### config.mk
export PLATFORM = sky130hd
export DESIGN_NAME = btn_frame_conditioner_flat
export DESIGN_NICKNAME = d
export VERILOG_FILES = /design/src/rtl/btn_frame_conditioner_if.sv /design/src/rtl/btn_frame_conditioner.sv /design/src/flat_wrapper.sv
export SDC_FILE = /design/constraint.sdc
export NUM_CORES = 1
export LEC_CHECK = 0
export BUFFER_PORTS_ARGS = -buffer_cell sky130_fd_sc_hd__clkbuf_2
export CELL_PAD_IN_SITES_DETAIL_PLACEMENT = 0
export CELL_PAD_IN_SITES_GLOBAL_PLACEMENT = 2
export CORE_ASPECT_RATIO = 0.5
export CORE_MARGIN = 2
export CORE_UTILIZATION = 40
export DETAILED_ROUTE_END_ITERATION = 8
export PLACE_DENSITY = 0.92
export SLEW_MARGIN = 20
export SYNTH_ARGS = -nofsm -noshare
export SYNTH_HDL_FRONTEND = slang
export SYNTH_SLANG_ARGS = --single-unit
### constraint.sdc
create_clock -name i_Clk -period 3.8 [get_ports i_Clk]
set_input_delay 0.19 -clock i_Clk [delete_from_list [all_inputs] [get_ports i_Clk]]
set_output_delay 0.19 -clock i_Clk [all_outputs]
set_load 0.02 [all_outputs]
### src/rtl/btn_frame_conditioner_if.sv
// Button/frame bundle between the raw-input side and the conditioner.
// The master drives raw buttons and the frame tick; the slave returns requests.
interface btn_frame_conditioner_if;
  logic i_Btn_Left_Raw;
  logic i_Btn_Right_Raw;
  logic i_fTick;
  logic o_Btn_Left;
  logic o_Btn_Right;
  logic o_Stable_Left;
  logic o_Stable_Right;

  modport master (
    output i_Btn_Left_Raw,
    output i_Btn_Right_Raw,
    output i_fTick,
    input  o_Btn_Left,
    input  o_Btn_Right,
    input  o_Stable_Left,
    input  o_Stable_Right
  );

  modport slave (
    input  i_Btn_Left_Raw,
    input  i_Btn_Right_Raw,
    input  i_fTick,
    output o_Btn_Left,
    output o_Btn_Right,
    output o_Stable_Left,
    output o_Stable_Right
  );
endinterface

### src/rtl/btn_frame_conditioner.sv
// Sync, debounce and frame-latch for left/right buttons.
// BTN_ACTIVE_LOW_EN selects active-low raw buttons.
module btn_frame_conditioner #(
  parameter int DEBOUNCE_CYCLES = 750000,
  parameter int CNT_W           = 20
) (
  input  logic                     i_Clk,
  input  logic                     i_Rst,
  btn_frame_conditioner_if.slave   bus
);

  localparam logic [CNT_W-1:0] LAST =
    CNT_W'(DEBOUNCE_CYCLES - 1);

`ifdef BTN_ACTIVE_LOW_EN
  localparam logic [1:0] IDLE_LVL = 2'b11;
`else
  localparam logic [1:0] IDLE_LVL = 2'b00;
`endif

  // index 0 = left, 1 = right
  logic [1:0] raw;
  logic [1:0] sync1_q;
  logic [1:0] sync2_q;
  logic [1:0] s;
  logic [1:0] stab_q;
  logic [1:0] stab_d;
  logic [1:0] sticky_q;
  logic [1:0] sticky_d;
  logic [1:0] btn_q;
  logic [1:0] btn_d;
  logic [1:0] req;
  logic [CNT_W-1:0] cnt_q [2];
  logic [CNT_W-1:0] cnt_d [2];

  assign raw = {bus.i_Btn_Right_Raw, bus.i_Btn_Left_Raw};

  // Flops carry the electrical level and reset to the idle level,
  // so the pressed view below is 0 right after reset in both builds.
  always_ff @(posedge i_Clk) begin
    if (i_Rst) begin
      sync1_q <= IDLE_LVL;
      sync2_q <= IDLE_LVL;
    end else begin
      sync1_q <= raw;
      sync2_q <= sync1_q;
    end
  end

  assign s = sync2_q ^ IDLE_LVL;

  always_comb begin
    for (int i = 0; i < 2; i++) begin
      cnt_d[i]  = cnt_q[i];
      stab_d[i] = stab_q[i];
      if (s[i] == stab_q[i]) begin
        cnt_d[i] = '0;
      end else if (cnt_q[i] == LAST) begin
        stab_d[i] = s[i];
        cnt_d[i]  = '0;
      end else begin
        cnt_d[i] = cnt_q[i] + CNT_W'(1);
      end
    end
  end

  always_ff @(posedge i_Clk) begin
    if (i_Rst) begin
      stab_q   <= '0;
      cnt_q[0] <= '0;
      cnt_q[1] <= '0;
    end else begin
      stab_q   <= stab_d;
      cnt_q[0] <= cnt_d[0];
      cnt_q[1] <= cnt_d[1];
    end
  end

  // Frame request folds in the live level so a press at the tick counts.
  assign req = sticky_q | stab_q;

  always_comb begin
    sticky_d = sticky_q | stab_q;
    btn_d    = btn_q;
    if (bus.i_fTick) begin
      sticky_d = '0;
      btn_d    = (&req) ? 2'b00 : req;
    end
  end

  always_ff @(posedge i_Clk) begin
    if (i_Rst) begin
      sticky_q <= '0;
      btn_q    <= '0;
    end else begin
      sticky_q <= sticky_d;
      btn_q    <= btn_d;
    end
  end

  assign bus.o_Btn_Left     = btn_q[0];
  assign bus.o_Btn_Right    = btn_q[1];
  assign bus.o_Stable_Left  = stab_q[0];
  assign bus.o_Stable_Right = stab_q[1];

endmodule

### src/flat_wrapper.sv
// flat-port wrapper written by rule: the top's interface ports become plain ports
module btn_frame_conditioner_flat 
#(
  parameter int DEBOUNCE_CYCLES = 750000,
  parameter int CNT_W           = 20
)
  (i_Clk, i_Rst, bus_i_Btn_Left_Raw, bus_i_Btn_Right_Raw, bus_i_fTick, bus_o_Btn_Left, bus_o_Btn_Right, bus_o_Stable_Left, bus_o_Stable_Right);
  btn_frame_conditioner_if bus_i ();
  input  logic i_Clk;
  input  logic i_Rst;
  input wire logic [$bits(bus_i.i_Btn_Left_Raw)-1:0] bus_i_Btn_Left_Raw;
  input wire logic [$bits(bus_i.i_Btn_Right_Raw)-1:0] bus_i_Btn_Right_Raw;
  input wire logic [$bits(bus_i.i_fTick)-1:0] bus_i_fTick;
  output wire logic [$bits(bus_i.o_Btn_Left)-1:0] bus_o_Btn_Left;
  output wire logic [$bits(bus_i.o_Btn_Right)-1:0] bus_o_Btn_Right;
  output wire logic [$bits(bus_i.o_Stable_Left)-1:0] bus_o_Stable_Left;
  output wire logic [$bits(bus_i.o_Stable_Right)-1:0] bus_o_Stable_Right;
  assign bus_i.i_Btn_Left_Raw = bus_i_Btn_Left_Raw;
  assign bus_i.i_Btn_Right_Raw = bus_i_Btn_Right_Raw;
  assign bus_i.i_fTick = bus_i_fTick;
  assign bus_o_Btn_Left = bus_i.o_Btn_Left;
  assign bus_o_Btn_Right = bus_i.o_Btn_Right;
  assign bus_o_Stable_Left = bus_i.o_Stable_Left;
  assign bus_o_Stable_Right = bus_i.o_Stable_Right;
  btn_frame_conditioner #(.DEBOUNCE_CYCLES(DEBOUNCE_CYCLES), .CNT_W(CNT_W)) u_core (.i_Clk(i_Clk), .i_Rst(i_Rst), .bus(bus_i));
endmodule
## Word-level counts from Yosys, hierarchy flattened

Memories as Yosys holds them, arrays and structs flattened.
Index checks and enable logic that the tools add are counted.

- $add $sub $neg: 2
- Eq/ne operators: 4
- Muxes and demuxes: 10
- Bitwise logic cells: 5
- Reductions and logical operators: 4

Operators by type and width:

| operator | count |
|---|---|
| 2-to-1 mux 20 bit | 6 |
| adder 20 x 1 -> 20 bit (second input constant) | 2 |
| equality test 20 bit (second input constant) | 2 |
| AND reduction 2 bit | 3 |
| 2-to-1 mux 1 bit | 3 |
| equality test 1 bit | 2 |
| 2-to-1 mux 2 bit | 1 |
| NOT 1 bit | 2 |
| OR 1 bit | 2 |
| OR 2 bit | 1 |
| OR reduction 2 bit | 1 |

- Register bits: 10
- Bits in writable memories: 40
- Input port bits: 5
- Output and inout bits: 4
- Memories kept: 1

Memories:

| memory | depth | width | rd ports | clocked after Yosys merged registers in | wr ports | RTL line | RTL |
|---|---|---|---|---|---|---|---|
| u_core.cnt_q | 2 | 20 | 2 | 0 | 2 | btn_frame_conditioner.sv:33 | `logic [CNT_W-1:0] cnt_q [2];` |

## Depth between registers and ports, before layout

Gate-level depths: netlist of run 1.

- Word-level depth: 4
- Gate-level depth with buffers: 7
- Gate-level depth less buffers: 5

## Worst setup path before layout of run 1

No wires, ideal clock.

- Path kind: register to register
- From: memory u_core.cnt_q[1][0] (netlist: u_core.cnt_q[0][20])
- To: memory u_core.cnt_q[1][16] (netlist: u_core.cnt_q[0][36])
- Arrival time: 1788 ps
- Path slack: 1940 ps
- Cell stages (with the launch flop): 7
- Clock period less this slack: 1860 ps
- Cell sequence: dfxtp_1 -> ha_1 -> nand3_2 -> or4_1 -> clkbuf_2 -> or3_1 -> a21oi_1

RTL lines:

| element | RTL line |
|---|---|
| from (decl) | btn_frame_conditioner.sv:33 |

==> summary.txt, run 1 <==
Run status
  – Status: completed

Clock tree
  – CTS Hold Buffers Added: 0
  – Clock slew at reported path FFs: ~90 ps
  – Root Buffer: clkbuf_8
  – Sink Count: 50
  – CTS H-tree lvls: 2
  – TritonCTS Buffers: 5
  – Resized cells post-CTS: 0
  – Worst skew pair latency: 300 ps
  – TritonCTS clock tree: built
  – Maximum clock path buffer count: 2
  – Post-CTS Setup Inserts: 0

STA
  – Tcrit/Tclk final: 52.5%
  – Slew headroom: between 60% and 70%
  – Final setup vio count: 0
  – Slew @ Worst Pin: 567 ps
  – Clock skew: roughly 6.4 ps
  – Final-report hold violation count: 0
  – Min Tclk post-route: 1990 ps
  – Setup TNS: 0 ps
  – RSZ-0062 raised after global routing: no
  – F_max: between 0.5 and 0.6 GHz
  – Final Max Tran Viols: 0

Synth
  – Library cells used by synthesis: 32
  – Synth top area cells: dfxtp_1 47%, xnor2_1 7.4%, nor2_1 6.2%
  – Mux contribution to synthesized area: 0.938%
  – Simple-gate area share of the yosys netlist: 28.7%
  – Main flop type after synthesis: dfxtp_1
  – Main combinational cell family by area after synthesis: simple AND/OR/NAND/NOR gates
  – Adder-cell share of the synthesized area: 1.17%
  – Xor and xnor fraction of the mapped netlist area: 9.85%
  – Ys Warns: 0
  – Mapped Cells: 245
  – Flops & latches, synth: 50
  – Mean Syn Cell Area: between 8 and 9 sq um
  – Sequential element share of the synthesized area: 46.9%
  – Compound-Gate Fraction of Synth Area: between 8 and 9%
  – Net count after synthesis: 252
  – Mapped Area: 2130 sq um
  – Area fraction of the dominant cell type after synthesis: between 40% and 50%
  – Async set-reset flop share out of synthesis: 0%
  – Post-synth EDFFs: 0
  – Synth area leader: dfxtp_1

Global route
  – Initial antenna violation count: 0
  – Number of global-route vias before repair: 1564
  – First-pass GRT wire length: slightly below 7000 um
  – GRT Util Overall: 14.4%
  – Largest net degree at the start of global routing: 16
  – GR Overflow Total: 0

Final layout
  – Nets: 261
  – Multi-input gate area: 1060 sq um
  – Final cell count without fillers: 325
  – Layout fillers: 486
  – Share of cells above drive strength 1: under 10%
  – Register Area: ~1000 sq um
  – Layout area overhead: 9.55%
  – Number of diodes: 0

Detailed routing
  – Final WL: 3890 um
  – Detailed Routing Iterations Pass 1: 4
  – DR vias: 1680
  – Post-route antenna net violation count: 0
  – Residual DRC count: 0
  – Wire length per cell: approximately 12 um
  – DR vias/cell: ~5.2
  – Number of DRC markers in iteration 0: 66

Die
  – Core area: ~5000 sq um
  – Die Y: between 50 and 60 um
  – Die area: 5970 sq um
  – Chip width: 107 um
  – Top Ports: 9
  – Cell Rows: 18
  – Initial Util: 42.5%

Pwr
  – Sequential share of power: between 60% and 70%
  – Clock power frac: roughly 37%
  – P_leak: about 0.70 nW
  – Gate power share: around 1.5%
  – Worst vdd ir: 0.000143 V
  – P_sw: around 180 uW
  – Sw frac: 21.3%
  – Pwr dens: 368 nW/um^2
  – Cell Int Power: 678 uW

Worst setup path
  – Worst path depth: 6
  – CP arrival: approximately 2200 ps
  – CP Launch Type: flip-flop
  – CP max stage delay: slightly below 500 ps
  – Critical Path End Type: flip-flop
  – FF-to-FF path depth: 6
  – Critical path buffer and inverter count: 1
  – Worst-path cell chain: ha_1 -> and3_1 -> nand4_1 -> o21ai_1 -> buf_4 -> nor2_1
  – Crit path kind: reg -> reg
  – CP max-delay cell: o21ai_1
  – Crit path required time: 4000 ps
  – Crit path max fanout: 12
  – Cell family with most CP delay: simple AND/OR/NAND/NOR gates

Hold path
  – Path type of the worst min-delay path: in -> reg
  – Hold-critical path depth: 2

Placed design
  – Port bufs: 8
  – DP Cell Count: 317
  – Detailed Place HPWL: 2800 um
  – Routability congestion estimate: 0.734

Flow run
  – # Max-Cap Violations: 0
[final cells by class]
cell class / instances / share of cell area, %
flip-flops and latches: 50 / 42.8
multi-input cells: 176 / 45.3
repair buffers: 10 / 2.35
clock buffers: 6 / 3.53
clock inverters: 2 / 0.535
well taps: 70 / 3.75
inverters: 11 / 1.77
[synthesized netlist by cell type, drive strengths merged (6+ instances only)]
cell     n
dfxtp   50
nor2    35
xnor2   18
a21oi   15
nand3   14
o21ai   12
inv     11
nor3    11
or3     11
nand2    9
nand4    9
or4      7
clkbuf   6
xor2     6
[per-layer routing]
| layer | vias up | share of wire (%) | global-route usage [%] |
|---|---|---|---|
| met2 | 23 | 45 | 23.9 |
| met3 | 4 | 3.1 | 3.86 |
| met5 | - | 0 | 0 |
| met4 | 0 | 1.1 | 5.38 |
| li1 | 875 | - | - |
| met1 | 778 | 50 | 18.1 |
[per-stage QoR]
stage	setup WS (ps)	hold slack [ps]	area [sq um]	util (%)	power, mW
finish	1810	97.3	2340	46.6	0.861
global route	1570	100	2340	46.6	0.892
CTS	1790	89.7	2340	46.6	0.874
detailed placement	1800	409	2240	44.7	0.553
global placement	1830	402	2240	44.7	0.553
floorplan	1940	262	2130	-	0.547
[flip-flops by register name, summed over array words and instances, names as in the netlist]
register	flops
u_core.stab_q	2
u_core.btn_q	2
u_core.cnt_q	40
u_core.s	2
u_core.sync1_q	2
u_core.sticky_q	2
[power groups by stage]
stage / logic [mW] / registers (mW) / clock network [mW]
after detailed placement: 0.0129 / 0.540 / 0
after CTS: 0.0130 / 0.527 / 0.333
after global placement: 0.0130 / 0.540 / 0
final: 0.0129 / 0.527 / 0.321
after floorplan: 0.00765 / 0.539 / 0
after global routing: 0.0146 / 0.528 / 0.349
[cells in the final DEF, fill, tap and decap left out, types with 9 or more instances in the layout]
master / count
nor2_1: 35
dfxtp_1: 50
nand3_1: 12
nor3_1: 11
nand4_1: 9
or3_1: 11
inv_1: 11
o21ai_0: 10
xnor2_1: 18
a21oi_1: 15
[worst register-to-register path: stages, from the launching register on]
cell and delay (ps):
dfxtp_1 370, ha_1 200, and3_1 300, nand4_1 170
o21ai_1 490, buf_4 290, nor2_1 70
[logic make-up (layout without fill, tap and decap cells)]
family,after synthesis,in the layout
XOR/XNOR,24,24
buffers and inverters,19,29
AND/OR/NAND/NOR,114,114
multiplexers,2,2
adder cells (fa/ha/maj),2,2
flip-flops,50,50
AO/OA/AOI/OAI,34,34
[worst paths after layout]
| path | slack (ps) | start | end |
|---|---|---|---|
| worst min-delay path | 100 | bus_i_Btn_Right_Raw | u_core.sync1_q[1] |
| worst min register to register | 450 | u_core.sync1_q[1] | u_core.s[1] |
| worst max-delay path | 1810 | u_core.cnt_q[0][0] | u_core.cnt_q[0][3] |
| worst max register to register | 1810 | u_core.cnt_q[0][0] | u_core.cnt_q[0][3] |
Power figures use the tool's default switching activity.
==> run 2, diff against run 1 <==
--- a/config.mk
+++ b/config.mk
@@ -10,9 +10,9 @@
 export CELL_PAD_IN_SITES_GLOBAL_PLACEMENT = 2
 export CORE_ASPECT_RATIO = 0.5
 export CORE_MARGIN = 2
-export CORE_UTILIZATION = 40
+export CORE_UTILIZATION = 37
 export DETAILED_ROUTE_END_ITERATION = 8
-export PLACE_DENSITY = 0.92
+export PLACE_DENSITY = 0.87
 export SLEW_MARGIN = 20
 export SYNTH_ARGS = -nofsm -noshare
 export SYNTH_HDL_FRONTEND = slang
==> constraint.sdc (replaced) <==
create_clock -name i_Clk -period 2.05 [get_ports i_Clk]
set_input_delay 0.1025 -clock i_Clk [delete_from_list [all_inputs] [get_ports i_Clk]]
set_output_delay 0.1025 -clock i_Clk [all_outputs]
set_load 0.02 [all_outputs]
==> run 2 against run 1 <==
Utilization down 2.2 points. Combinational power up 88%. Total power up 110%. Non-clock buffer count up 7. Sequential cell count unchanged. Fmax up 4.8%. Sequential share of layout area down 1.9 points. Clock skew down 3.0 ps. Critical path depth down 1. Die area up 7.7%. Cell count up 3.1%. Via count up 1.2%. Critical endpoint is now u_core.cnt_q[0][36]. Largest power group unchanged.
==> summary.txt, run 2 (synthesis gave the netlist of run 1 again) <==
Global route
  – GRT Util Overall: 13.8% (-0.66 points)
  – Largest net degree at the start of global routing: 20 (+4)
  – Number of global-route vias before repair: 1597 (+2.1%)
  – Initial antenna violation count: 0 (unchanged)
  – First-pass GRT wire length: 7120 um (+3.5%)
  – GR Overflow Total: 0 (unchanged)

Clock tree
  – TritonCTS Buffers: 5 (unchanged)
  – Root Buffer: clkbuf_16
  – Post-CTS Setup Inserts: 0 (unchanged)
  – Resized cells post-CTS: 0 (unchanged)
  – CTS H-tree lvls: 2 (unchanged)
  – CTS Hold Buffers Added: 0 (unchanged)
  – Clock slew at reported path FFs: 60 ps (-30 ps)
  – Maximum clock path buffer count: 2 (unchanged)
  – Sink Count: 50 (unchanged)
  – TritonCTS clock tree: built
  – Worst skew pair latency: 280 ps (-20 ps)

Detailed routing
  – Residual DRC count: 0 (unchanged)
  – DR vias/cell: 5.07 (-1.8%)
  – Post-route antenna net violation count: 0 (unchanged)
  – Number of DRC markers in iteration 0: 47 (-29%)
  – Wire length per cell: 11.9 um (-0.64%)
  – DR vias: 1700 (+1.2%)
  – Final WL: 3980 um (+2.4%)
  – Detailed Routing Iterations Pass 1: 4 (unchanged)

STA
  – Hold WS: 40.1 ps (-57.1 ps)
  – Slew @ Worst Pin: 373 ps (-194 ps)
  – Final setup vio count: 0 (unchanged)
  – Slew headroom: 74.9% (+13 points)
  – Tcrit/Tclk final: 92.7% (+40 points)
  – F_max: 0.526 GHz (+4.8%)
  – Final-report hold violation count: 0 (unchanged)
  – Min Tclk post-route: 1900 ps (-91.9 ps)
  – Final Max Tran Viols: 0 (unchanged)
  – Clock skew: 3.43 ps (-3.01 ps)
  – Setup TNS: 0 ps (unchanged)
  – RSZ-0062 raised after global routing: no

Final layout
  – Commonest non-fill, non-tap cell in the layout: dfxtp_1
  – Layout area overhead: 14.7%
  – Max FFs per register: 40 (unchanged)
  – Layout fillers: 549 (+13%)
  – Final Cell Area: 2450 sq um (+4.7%)
  – Number of diodes: 0 (unchanged)
  – Nets: 268 (+2.7%)
  – Register with the most flip-flops: u_core.cnt_q
  – Share of cells above drive strength 1: 11.1% (+2.0 points)
  – Most frequent cells in the layout: 50 x dfxtp_1, 35 x nor2_1, 18 x xnor2_1, 15 x a21oi_1, 12 x nand3_1

Worst setup path
  – CP max-delay cell: or4_1
  – Crit path max fanout: 7 (-5)
  – Critical path buffer and inverter count: 0 (-1)
  – CP max stage delay: 640 ps (+150 ps)
  – Critical Path End Type: flip-flop
  – Worst path depth: 5 (-1)
  – Worst-path cell chain: ha_1 -> nand3_2 -> or4_1 -> or3_1 -> a21oi_1
  – Cell family with most CP delay: simple AND/OR/NAND/NOR gates
  – Crit path required time: 2260 ps (-1740 ps)
  – Crit path kind: reg -> reg
  – CP arrival: 2120 ps (-70 ps)
  – Worst r2r src: u_core.cnt_q[0][20]
  – Reg2Reg Setup Slack: 150 ps (-1660 ps)
  – Reg-to-Reg End: u_core.cnt_q[0][36]
  – CP Launch Type: flip-flop
  – FF-to-FF path depth: 5 (-1)

Flow run
  – # Max-Cap Violations: 0 (unchanged)

Die
  – Die area: 6430 sq um (+7.7%)
  – Cell Rows: 19 (+1)
  – Initial Util: 38.7% (-3.8 points)
  – Chip width: 111 um (+3.8%)
  – Top Ports: 9 (unchanged)
  – Die Y: 57.7 um (+3.7%)
  – Core area: 5520 sq um (+9.8%)

Hold path
  – Hold-critical path depth: 2 (unchanged)
  – Hold worst-path end: u_core.sync1_q[0]
  – Path type of the worst min-delay path: in -> reg
  – Min-delay src: bus_i_Btn_Left_Raw

Placed design
  – Port bufs: 8 (unchanged)
  – Routability congestion estimate: 0.753 (+2.5%)
  – Detailed Place HPWL: 2840 um (+1.1%)
  – Placed cell areas: 2300 sq um (+2.5%)

Pwr
  – Worst vdd ir: 0.000356 V (+150%)
  – P_leak: 0.758 nW (+8.6%)
  – Pwr dens: 746 nW/um^2 (+100%)

Run status
  – Status: completed
-- run 2: area by class of cell --
type	instances	area (sq um)	area share (%)
Clock buffer	7	143	5.83
Tap cell	73	91.3	3.73
Timing Repair Buffer	17	108	4.40
Multi-Input combinational cell	176	1060	43.3
Clock inverter	1	5.00	0.204
Inverter	11	41.3	1.69
Sequential cell	50	1000	40.9
-- run 2: report_power, final --
group / switching (mW) / total, mW / internal (mW)
clock: 0.338 / 0.822 / 0.484
combinational: 0.0145 / 0.0243 / 0.00986
sequential: 0.00261 / 0.979 / 0.976
total: 0.355 / 1.83 / 1.47
-- run 2: routing by layer --
metal	GRT usage (%)	vias up	share of wire, %
met1	17.2	798	51
li1	-	891	-
met2	23.0	7	46
met5	0	-	0
met4	4.76	0	1.2
met3	4.39	4	2.0
-- run 2: stage by stage --
step	util (%)	setup slack, ps	total power, mW	cells
floorplan	-	190	1.01	245
global placement	41.7	212	1.03	327
detailed placement	41.7	144	1.03	327
CTS	44.4	133	1.86	335
global route	44.4	32.5	1.90	335
finish	44.4	149	1.83	335
-- run 2: worst register-to-register path, cell delays in order, from the launching register on --
cell and delay (ps):
dfxtp_1 370, ha_1 210, nand3_2 80, or4_1 640
or3_1 380, a21oi_1 140
-- run 2: worst max-delay path by stage --
stage	from	end	slack (ps)
after floorplan	u_core.cnt_q[0][20]	u_core.cnt_q[0][36]	190
after global placement	u_core.cnt_q[0][20]	u_core.cnt_q[0][38]	210
after detailed placement	u_core.cnt_q[0][20]	u_core.cnt_q[0][36]	140
after CTS	u_core.cnt_q[0][20]	u_core.cnt_q[0][36]	130
after global routing	u_core.cnt_q[0][20]	u_core.cnt_q[0][36]	30
final	u_core.cnt_q[0][20]	u_core.cnt_q[0][36]	150
